### src/rtl/neopixel_rx.sv
// WS2812 serial receiver: decodes high-pulse widths into 24-bit GRB words and frames.
// Define NEOPIXEL_RX_FWD_EN to forward the line on dout after the first word, like a chained pixel.
`timescale 1ns/1ps
module neopixel_rx #(
  parameter int BIT_THRESH   = 10,
  parameter int MAX_HIGH     = 40,
  parameter int LATCH_CYCLES = 800
) (
  input  logic        clk_16MHz,
  input  logic        rst_n,
  input  logic        din,
  output logic [23:0] data_out,
  output logic        data_valid,
  output logic [15:0] pixel_idx,
  output logic        frame_done,
  output logic        err,
  output logic        dout
);
  localparam int HW = $clog2(MAX_HIGH + 1);
  localparam int LW = $clog2(LATCH_CYCLES + 1);
  localparam logic [HW-1:0] HI_MAX = HW'(MAX_HIGH);
  localparam logic [HW-1:0] HI_ONE = HW'(BIT_THRESH);
  localparam logic [HW-1:0] HI_MIN = HW'(2);
  localparam logic [LW-1:0] LAT    = LW'(LATCH_CYCLES);
  localparam logic [LW-1:0] LAT_M1 = LW'(LATCH_CYCLES - 1);

  typedef enum logic [1:0] {SYNC, IDLE, HIGH, DISCARD} state_e;

  state_e          state_q, state_d;
  logic            din_meta_q, din_s_q;
  logic [HW-1:0]   hi_cnt_q, hi_cnt_d;
  logic [LW-1:0]   lo_cnt_q, lo_cnt_d;
  logic [4:0]      bit_cnt_q, bit_cnt_d;
  logic [22:0]     shift_q, shift_d;
  logic [23:0]     data_q, data_d;
  logic [15:0]     idx_q, idx_d;
  logic            dv_q, dv_d, fd_q, fd_d, err_q, err_d;
  logic            bit_v;

  always_ff @(posedge clk_16MHz or negedge rst_n) begin
    if (!rst_n) begin
      din_meta_q <= 1'b0;
      din_s_q    <= 1'b0;
    end else begin
      din_meta_q <= din;
      din_s_q    <= din_meta_q;
    end
  end

  always_comb begin
    state_d   = state_q;
    hi_cnt_d  = hi_cnt_q;
    lo_cnt_d  = lo_cnt_q;
    bit_cnt_d = bit_cnt_q;
    shift_d   = shift_q;
    data_d    = data_q;
    dv_d      = 1'b0;
    fd_d      = 1'b0;
    err_d     = 1'b0;
    bit_v     = 1'b0;
    idx_d     = dv_q ? idx_q + 16'd1 : idx_q;
    unique case (state_q)
      SYNC, DISCARD: begin
        // Any high restarts the gap count; no frame_done when the gap completes.
        if (din_s_q) begin
          lo_cnt_d = '0;
        end else if (lo_cnt_q == LAT_M1) begin
          lo_cnt_d = LAT;
          state_d  = IDLE;
        end else begin
          lo_cnt_d = lo_cnt_q + 1'b1;
        end
      end
      IDLE: begin
        if (din_s_q) begin
          state_d  = HIGH;
          hi_cnt_d = HW'(1);
          lo_cnt_d = '0;
        end else if (lo_cnt_q != LAT) begin
          // lo_cnt saturates, so a gap with no edges since the last latch stays silent.
          lo_cnt_d = lo_cnt_q + 1'b1;
          if (lo_cnt_q == LAT_M1) begin
            fd_d      = 1'b1;
            err_d     = (bit_cnt_q != 5'd0);
            bit_cnt_d = '0;
            idx_d     = '0;
          end
        end
      end
      HIGH: begin
        if (din_s_q) begin
          hi_cnt_d = hi_cnt_q + 1'b1;
          if (hi_cnt_d == HI_MAX) begin
            err_d     = 1'b1;
            bit_cnt_d = '0;
            idx_d     = '0;
            lo_cnt_d  = '0;
            state_d   = DISCARD;
          end
        end else begin
          state_d  = IDLE;
          lo_cnt_d = LW'(1);
          if (hi_cnt_q >= HI_MIN) begin
            bit_v = (hi_cnt_q >= HI_ONE);
            if (bit_cnt_q == 5'd23) begin
              data_d    = {shift_q, bit_v};
              dv_d      = 1'b1;
              bit_cnt_d = '0;
            end else begin
              shift_d   = {shift_q[21:0], bit_v};
              bit_cnt_d = bit_cnt_q + 5'd1;
            end
          end
        end
      end
      default: state_d = SYNC;
    endcase
  end

  always_ff @(posedge clk_16MHz or negedge rst_n) begin
    if (!rst_n) begin
      state_q   <= SYNC;
      hi_cnt_q  <= '0;
      lo_cnt_q  <= '0;
      bit_cnt_q <= '0;
      shift_q   <= '0;
      data_q    <= '0;
      idx_q     <= '0;
      dv_q      <= 1'b0;
      fd_q      <= 1'b0;
      err_q     <= 1'b0;
    end else begin
      state_q   <= state_d;
      hi_cnt_q  <= hi_cnt_d;
      lo_cnt_q  <= lo_cnt_d;
      bit_cnt_q <= bit_cnt_d;
      shift_q   <= shift_d;
      data_q    <= data_d;
      idx_q     <= idx_d;
      dv_q      <= dv_d;
      fd_q      <= fd_d;
      err_q     <= err_d;
    end
  end

  assign data_out   = data_q;
  assign data_valid = dv_q;
  assign pixel_idx  = idx_q;
  assign frame_done = fd_q;
  assign err        = err_q;

`ifdef NEOPIXEL_RX_FWD_EN
  logic fwd_q, fwd_d;

  // Word 0 is consumed here; everything after it in the frame passes downstream.
  always_comb begin
    fwd_d = fwd_q;
    if (dv_q && (idx_q == 16'd0)) fwd_d = 1'b1;
    if (fd_d || err_d)            fwd_d = 1'b0;
  end

  always_ff @(posedge clk_16MHz or negedge rst_n) begin
    if (!rst_n) fwd_q <= 1'b0;
    else        fwd_q <= fwd_d;
  end

  assign dout = fwd_q & din_s_q;
`else
  assign dout = 1'b0;
`endif
endmodule

### config.mk
export PLATFORM = sky130hd
export DESIGN_NAME = neopixel_rx
export DESIGN_NICKNAME = d
export VERILOG_FILES = /design/src/rtl/neopixel_rx.sv
export SDC_FILE = /design/constraint.sdc
export NUM_CORES = 1
export LEC_CHECK = 0
export CAP_MARGIN = 30
export CORE_UTILIZATION = 58
export CTS_BUF_LIST = sky130_fd_sc_hd__clkbuf_4 sky130_fd_sc_hd__clkbuf_8
export DETAILED_ROUTE_END_ITERATION = 10
export PLACE_DENSITY_LB_ADDON = 0.15
export SLEW_MARGIN = 10
export SYNTH_ARGS = -nofsm -noshare
export SYNTH_HDL_FRONTEND = slang
export SYNTH_SLANG_ARGS = --single-unit
### constraint.sdc
create_clock -name clk_16MHz -period 2.8 [get_ports clk_16MHz]
set_input_delay 0.56 -clock clk_16MHz [delete_from_list [all_inputs] [get_ports clk_16MHz]]
set_output_delay 0.56 -clock clk_16MHz [all_outputs]
set_load 0.005 [all_outputs]
Yosys cells after proc, flatten, opt, wreduce, memory -nomap -nowiden:

Cells that the tools add are included.
W data, S select, Z words.

* bits in registers: 91
* input bits: 3
* word-level logic and storage cells: 92

* add/sub/neg operators: 4
* $lt $le $gt $ge: 2
* equality and inequality tests: 17
* multiplexer cells: 45
* bitwise logic cells: 2
* reduce and logical (&&, ||, !) cells: 10

Operators by type and width (count)
* $mux W16: 6
* $mux W10: 6
* $mux W5: 7
* $pmux W16 S2: 1
* $pmux W10 S3: 1
* $add A16 B1 Y16 const B: 1
* $ne A2 B2 Y1 const B: 7
* $mux W1: 13
* $mux W6: 2
* $pmux W6 S2: 1
* $reduce_and A4 Y1: 3
* $add A10 B1 Y10 const B: 1
* $eq A10 B10 Y1 const B: 1
* $mux W2: 5
* $ne A10 B10 Y1 const B: 1
* $pmux W5 S2: 1
* $ne A3 B3 Y1 const B: 3
* $add A6 B1 Y6 const B: 1
* $eq A6 B6 Y1 const B: 1
* $ge A6 B2 Y1 const B: 1
* $ge A6 B4 Y1 const B: 1
* $pmux W2 S3: 1
* $reduce_and A6 Y1: 1
* $add A5 B1 Y5 const B: 1
* 11 further kinds: 13

Depth between registers and ports, before layout:

Gate-level depths: netlist of run 1.

* depth after elaboration: 6
* depth in mapped cells: 9

Worst setup path after synthesis of run 1:

Ideal clock, no wire load.

* kind: register to register
* start: register state_q[0]
* end: register bit_cnt_q[4]
* setup time: 0.125 ns
* arrival: 2.030 ns
* path slack: 0.644 ns
* stages on the path, launching flop included: 9
* path buffers: 2
* cells stage by stage: dfrtp_1 inv_1 ha_1 clkbuf_2 nor3_1 a31oi_4 or3_1 buf_6 mux2_4

* word-level cells in the longest chain between the ends: 3
* elaborated cells on any way between the ends: 10

RTL lines
* start, declared: line 29 `state_e state_q, state_d;`
* start signal, assigned: line 133 `state_q <= state_d;`
* $eq A2 B2 Y1 or $eq A2 B1 Y1 (tied branches): line 62 `unique case (state_q)`
* $ne A3 B3 Y1 (no line) (tied with other cells)
* $reduce_and A6 Y1 (no line)
* end signal, assigned: line 136 `bit_cnt_q <= bit_cnt_d;`
* end, declared: line 33 `logic [4:0] bit_cnt_q, bit_cnt_d;`

Parallel ways exist; a longest one is shown, timed or not.
A chain may end at the register's enable or synchronous reset.

Worst setup path after layout of run 1:

* start: register state_q[0]
* end: register lo_cnt_q[0]

* word-level cells in the longest chain between the ends: 3
* elaborated cells on any way between the ends: 9

RTL lines
* $eq A2 B2 Y1 (tied with other cells): line 62
* $reduce_or A2 Y1 or $ne A3 B3 Y1 (tied branches)
* $pmux W10 S3 or $reduce_and A2 Y1 (tied branches)
* end signal, assigned: line 135 `lo_cnt_q <= lo_cnt_d;`
* end, declared: line 32 `logic [LW-1:0] lo_cnt_q, lo_cnt_d;`

Parallel ways exist; a longest one is shown, timed or not.

==> run_results.csv, run 1 <==
group,metric,value,unit
synth,syn-instance-count,367,
timing,slew_viol_final,0,
setup_path,reg2reg_from,"state_q[0]$_DFFE_PN0P_",
floorplan,coreArea,0.006944,mm²
layout,antennaDiodeCount,0,
routing,dr_total_vias,2888,
setup_path,cp_cell_sequence,"inv_1 -> ha_1 -> nand2_1 -> a21oi_1 -> buf_4 -> or2_1 -> mux2i_1",
job,drv.max_cap_violation_count,0,
power_and_ir_drop,cellLeakagePower,0.002367,µW
synth,post_synthesis_share_of_cell_area_spent_on_full_adders_half_adders_and_majority_gates,0.02952,
floorplan,placementRows,30,
clocking,cts_tree,"yes",
clocking,cts_hold_buf,0,
setup_path,crit_slowest_cell,"sky130_fd_sc_hd__dfrtp_1",
timing,hold_ws,124.1,ps
clocking,cts_root_buffer,"sky130_fd_sc_hd__clkbuf_8",
synth,simple_gate_fraction_of_synth_area,0.1337,
routing,drc,0,
synth,synth.lib_cells_used.distinct,53,
routing,vias_per_cell,5.586,
placed_design,post-dp-hpwl,5133,µm
clocking,ctsLongestPathBuffers,2,
timing,max-slew-margin-rel,0.6180,
timing,min_period,2274,ps
global_routing,first_global_vias,2785,
synth,synth_area_per_cell,11.55,µm²
synth,synth-main-ff-cell,"sky130_fd_sc_hd__dfrtp_1",
setup_path,crit_path_start,"state_q[0]$_DFFE_PN0P_",
routing,antenna_violating_nets_post_route,0,
synth,synth_top_family_by_area,"multiplexers",
synth,yosysWarningCount,0,
floorplan,die_x,87.48,µm
hold_path,worst_min_delay_path_class,"in2async",
routing,routed_wl,7556,µm
layout,syn2layout_area_growth,17.42,%
timing,skew,9.343,ps
timing,final-setup-viol-count,0,
synth,async_reset_ff_frac,1.000,
setup_path,max_stage_delay,410,ps
clocking,cts.sink_count,91,
timing,max_freq,439.8,MHz
timing,final_hold_viol_count,0,
synth,synth_area_in_xor_xnor,0.03307,
setup_path,r2r_slack,530,ps
placed_design,buffer_ports.inserted,45,
setup_path,setup.worst_path.end_class,"register",
global_routing,grt_antenna_before_repair,0,
timing,tightest_slew,566.9,ps
synth,synthesis.area,0.004238,mm²
clocking,post_cts_buffers,0,
synth,syn-num-nets,380,
placed_design,place.detailed.instances,501,
global_routing,globalRoute.totalOverflow,0,
synth,synth_enable_flop_cells,0,
run_status,run_status,"completed",
layout,drive_gt1_frac,0.1924,
clocking,insertion_delay,360,ps
setup_path,cp_data_required_time,3090,ps
setup_path,timing.critical_path.from_type,"register",
routing,first_pass_iters,4,
setup_path,critical_path_peak_fanout,11,
synth,synthMuxAreaShare,0.1376,
global_routing,track_usage,0.2225,
layout,commonest_cells_after_routing_fill_and_taps_aside,"sky130_fd_sc_hd__dfrtp_1 (91), sky130_fd_sc_hd__mux2_2 (46), sky130_fd_sc_hd__clkdlybuf4s50_1 (44)",
timing,tns,0,ps
layout,mostFrequentLayoutCell,"sky130_fd_sc_hd__dfrtp_1",
clocking,clk_transition_reported_paths,90,ps
synth,synth.ff_latch_count,91,
setup_path,crit_path_arrival_time,2570,ps
layout,design.final.nets,429,
setup_path,reg2reg_depth,7,
floorplan,die_height,87.48,µm
setup_path,worst-setup-path-type,"reg2reg",
routing,drt-initial-drc-count,142,
floorplan,io-pin-count,47,
timing,rsz0062_at_grt,"false",
floorplan,initial_utilization,0.6103,
setup_path,crit_path_to,"lo_cnt_q[0]$_DFFE_PN0P_",
synth,compound_cell_area_share_of_the_yosys_netlist,0.09094,
clocking,cts-buffers-inserted,9,
power_and_ir_drop,ir_worst_vdd,310.5,µV
routing,wl_per_cell,14.62,µm
timing,post-route-period-util,0.8121,
floorplan,total_die_area,0.007653,mm²
placed_design,globalplace.congestion,0.8157,
power_and_ir_drop,power_density,463.4,mW/mm²
setup_path,reg2reg_to,"lo_cnt_q[0]$_DFFE_PN0P_",
layout,final-instance-count-excl-fill,517,
clocking,post_cts.resized_instances,0,
global_routing,grt_pass1_wl,13100,µm
clocking,cts.htree.levels,3,
global_routing,grt_max_degree,32,
synth,synth.yosys.seq_area_share,0.5373,
metal layers:
| layer | vias to the layer above | track usage | share of wire |
|---|---|---|---|
| met3 | 11 | 0.04455 | 0.038 |
| met5 | - | 0 | 0 |
| met4 | 0 | 0.09538 | 0.019 |
| met1 | 1420 | 0.3080 | 0.48 |
| met2 | 64 | 0.3423 | 0.47 |
| li1 | 1393 | - | - |
cells by family after synthesis:
kind of cell    after synthesis
compound gates               57
xor+xnor                     16
fa+ha+maj                    10
buf+inv                      29
flops                        91
mux                          52
other cells                   1
simple gates                111
metrics by stage:
step | util | instance area (µm²) | power (µW) | setup WS (ps)
3_3_place_gp | 0.6867 | 4768 | 1405 | 619.4
2_1_floorplan | - | 4238 | 1368 | 644.5
6_report | 0.7166 | 4976 | 2306 | 526.2
4_1_cts | 0.7166 | 4976 | 2329 | 542.5
5_1_grt | 0.7166 | 4976 | 2391 | 332.7
3_5_place_dp | 0.6867 | 4768 | 1406 | 580.0
critical path, delay by kind of cell, from the launching register on:
family	cells	cell delay [ps]
AO/OA/AOI/OAI	1	360
adder cells (fa/ha/maj)	1	370
buffers and inverters	2	310
flip-flops	1	410
multiplexers	1	220
AND/OR/NAND/NOR	2	530
cells in the mapped netlist (2+ instances only):
library cell / instances / area (µm²)
sky130_fd_sc_hd__a211o_1: 2 / 17.52
sky130_fd_sc_hd__a21o_1: 2 / 15.01
sky130_fd_sc_hd__a21oi_1: 10 / 50.05
sky130_fd_sc_hd__a31oi_1: 3 / 18.77
sky130_fd_sc_hd__and2_1: 4 / 25.02
sky130_fd_sc_hd__and3_1: 6 / 37.54
sky130_fd_sc_hd__buf_2: 7 / 35.03
sky130_fd_sc_hd__buf_4: 4 / 30.03
sky130_fd_sc_hd__buf_6: 3 / 33.78
sky130_fd_sc_hd__dfrtp_1: 91 / 2277
sky130_fd_sc_hd__ha_1: 10 / 125.1
sky130_fd_sc_hd__inv_1: 14 / 52.55
sky130_fd_sc_hd__mux2_2: 46 / 518.0
sky130_fd_sc_hd__mux2i_1: 5 / 50.05
sky130_fd_sc_hd__nand2_1: 20 / 75.07
sky130_fd_sc_hd__nand2b_1: 2 / 12.51
sky130_fd_sc_hd__nand3_1: 13 / 65.06
sky130_fd_sc_hd__nand4_1: 6 / 37.54
sky130_fd_sc_hd__nor2_1: 38 / 142.6
sky130_fd_sc_hd__nor2b_1: 3 / 18.77
sky130_fd_sc_hd__nor3_1: 6 / 30.03
sky130_fd_sc_hd__nor3b_1: 2 / 15.01
sky130_fd_sc_hd__o21ai_0: 20 / 100.1
sky130_fd_sc_hd__o31ai_1: 4 / 30.03
sky130_fd_sc_hd__o41ai_1: 4 / 35.03
sky130_fd_sc_hd__xnor2_1: 6 / 52.55
sky130_fd_sc_hd__xor2_1: 10 / 87.58
power by group:
part | internal, µW | total, µW | switching, µW
Combinational | 15.2 | 52.0 | 36.8
Clock | 430 | 928 | 498
Sequential | 1320 | 1330 | 8.00
Total | 1760 | 2310 | 543
final cells by class:
cell class	count	area (µm²)
Clock inverter	7	83.83
Inverter	14	52.55
Multi-Input combinational cell	247	1810
Sequential cell	91	2277
Tap cell	96	120.1
Fill cell	483	1968
Timing Repair Buffer	53	508.0
Clock buffer	9	123.9
flip-flops by register name (all words and copies together) (netlist names), 2 cells and up:
name	count
bit_cnt_q	5
shift_q	23
hi_cnt_q	6
state_q	2
lo_cnt_q	10
pixel_idx	16
data_out	24
how the worst min path moves through the flow:
stage / startpoint / end / slack [ps]
finish: rst_n / hi_cnt_q[0]$_DFFE_PN0P_ / 120
global route: rst_n / pixel_idx[7]$_DFF_PN0_ / 140
CTS: rst_n / pixel_idx[6]$_DFF_PN0_ / 130
detailed placement: din_meta_q$_DFF_PN0_ / din_s_q$_DFF_PN0_ / 350
global placement: din_meta_q$_DFF_PN0_ / din_s_q$_DFF_PN0_ / 340
floorplan: rst_n / bit_cnt_q[0]$_DFFE_PN0P_ / 260
(Power assumes the default switching activity.)
==> run 2: changes to the inputs <==
Settings changed: CORE_UTILIZATION 58 to 53.
Clock period 2.8 ns to 1.95 ns, I/O delays scaled along.
==> run_results.csv, run 2 (same netlist as run 1, synthesis figures left out) <==
group,metric,value,unit
setup_path,r2r_slack,120,ps
clocking,cts_tree,"yes",
job,drv.max_cap_violation_count,0,
clocking,insertion_delay,350,ps
global_routing,globalRoute.totalOverflow,0,
floorplan,die_x,91.42,µm
setup_path,crit_slowest_cell,"sky130_fd_sc_hd__dfrtp_1",
floorplan,coreArea,0.007727,mm²
setup_path,crit_path_start,"state_q[0]$_DFFE_PN0P_",
layout,final_util,0.6729,
hold_path,worst_min_delay_path_class,"reg2reg",
setup_path,cp_cell_sequence,"inv_1 -> ha_2 -> nor3_4 -> a31oi_4 -> or3_4 -> mux2_4",
timing,final_hold_viol_count,0,
power_and_ir_drop,ir_worst_vdd,564.2,µV
layout,mostFrequentLayoutCell,"sky130_fd_sc_hd__dfrtp_1",
global_routing,track_usage,0.2073,
global_routing,grt_pass1_wl,13820,µm
routing,dr_total_vias,2951,
global_routing,grt_max_degree,43,
setup_path,crit_path_to,"bit_cnt_q[4]$_DFFE_PN0P_",
timing,max_freq,545.1,MHz
timing,rsz0062_at_grt,"false",
routing,routed_wl,7776,µm
timing,skew,8.320,ps
clocking,cts-buffers-inserted,9,
setup_path,crit_path_arrival_time,2070,ps
timing,slew_viol_final,0,
clocking,cts.sink_count,91,
clocking,ctsLongestPathBuffers,2,
layout,antennaDiodeCount,0,
routing,drc,0,
clocking,cts_root_buffer,"sky130_fd_sc_hd__clkbuf_8",
routing,first_pass_iters,5,
setup_path,max_stage_delay,420,ps
timing,min_period,1834,ps
layout,syn2layout_area_growth,22.70,%
global_routing,grt_antenna_before_repair,0,
floorplan,placementRows,32,
setup_path,reg2reg_depth,6,
power_and_ir_drop,power_density,607.9,mW/mm²
timing,final-setup-viol-count,0,
setup_path,reg2reg_from,"state_q[0]$_DFFE_PN0P_",
placed_design,buffer_ports.inserted,45,
floorplan,die_height,91.42,µm
global_routing,first_global_vias,2978,
layout,commonest_cells_after_routing_fill_and_taps_aside,"sky130_fd_sc_hd__dfrtp_1 (90), sky130_fd_sc_hd__mux2_2 (46), sky130_fd_sc_hd__clkdlybuf4s50_1 (44)",
routing,antenna_violating_nets_post_route,0,
routing,wl_per_cell,14.37,µm
layout,design.final.nets,447,
routing,vias_per_cell,5.455,
timing,tns,0,ps
placed_design,globalplace.congestion,0.8430,
setup_path,cp_data_required_time,2190,ps
floorplan,initial_utilization,0.5484,
routing,drt-initial-drc-count,142,
placed_design,post-dp-hpwl,5489,µm
floorplan,total_die_area,0.008358,mm²
setup_path,setup.worst_path.end_class,"register",
setup_path,critical_path_peak_fanout,5,
setup_path,timing.critical_path.from_type,"register",
floorplan,io-pin-count,47,
clocking,clk_transition_reported_paths,90,ps
setup_path,reg2reg_to,"bit_cnt_q[4]$_DFFE_PN0P_",
layout,largest_register_ffs,24,
layout,drive_gt1_frac,0.2551,
timing,post-route-period-util,0.9408,
run_status,run_status,"completed",
setup_path,worst-setup-path-type,"reg2reg",
power_and_ir_drop,cellLeakagePower,0.002459,µW
clocking,cts.htree.levels,3,
run 2: timing repair:
action	CTS	global route
resized for setup	0	14
hold buffers	1	0
buffers inserted	0	1
hold endpoints to repair	27	0
endpoints found under the setup margin	0	67
run 2: metrics by stage:
stage          hold slack [ps]  std cells  area, µm²  setup slack, ps  total power, µW
2_1_floorplan            94.41        367       4260           -44.26             1965
3_3_place_gp             344.4        523       4947            71.06             2032
3_5_place_dp             342.2        523       4947            17.53             2033
4_1_cts                  397.2        540       5137            2.607             3198
5_1_grt                  406.4        541       5200            11.90             3285
6_report                 384.0        541       5200            115.5             3161
run 2: layout make-up:
cell class                 count  area, µm²
sequential                    91       2278
timing repair buffer          71      683.2
clock inverter                 6      48.80
clock buffer                  10      131.4
fill                         608       2527
multi-input combinational    247       1878
inverter                      14      52.55
tap                          102      127.6
run 2: report_power, final:
part | switching [µW] | total, µW | internal (µW)
clock network | 676 | 1170 | 489
logic | 62.5 | 97.4 | 34.9
registers | 6.66 | 1900 | 1890
run 2: worst min-delay path by stage:
stage / startpoint / endpoint / slack (ps) / cells past startpoint
after floorplan: rst_n / bit_cnt_q[0]$_DFFE_PN0P_ / 90 / 0
after global placement: rst_n / pixel_idx[6]$_DFF_PN0_ / 340 / 1
after detailed placement: rst_n / pixel_idx[6]$_DFF_PN0_ / 340 / 1
after CTS: din_meta_q$_DFF_PN0_ / din_s_q$_DFF_PN0_ / 400 / 0
after global routing: din_meta_q$_DFF_PN0_ / din_s_q$_DFF_PN0_ / 410 / 0
final: din_meta_q$_DFF_PN0_ / din_s_q$_DFF_PN0_ / 380 / 0
run 2: worst max-delay path, delay by kind of cell, from the launching register on:
family	cells	cell delay, ps
compound gates	1	110
fa+ha+maj	1	310
buf+inv	1	90
flops	1	420
mux	1	300
simple gates	2	500
run 2: routing by layer:
layer	up-vias	GRT usage	routed length, µm
met1	1463	0.2829	3561
met2	49	0.3214	3775
met3	12	0.04020	307
li1	1427	-	-
met5	-	0	0
met4	0	0.09392	132
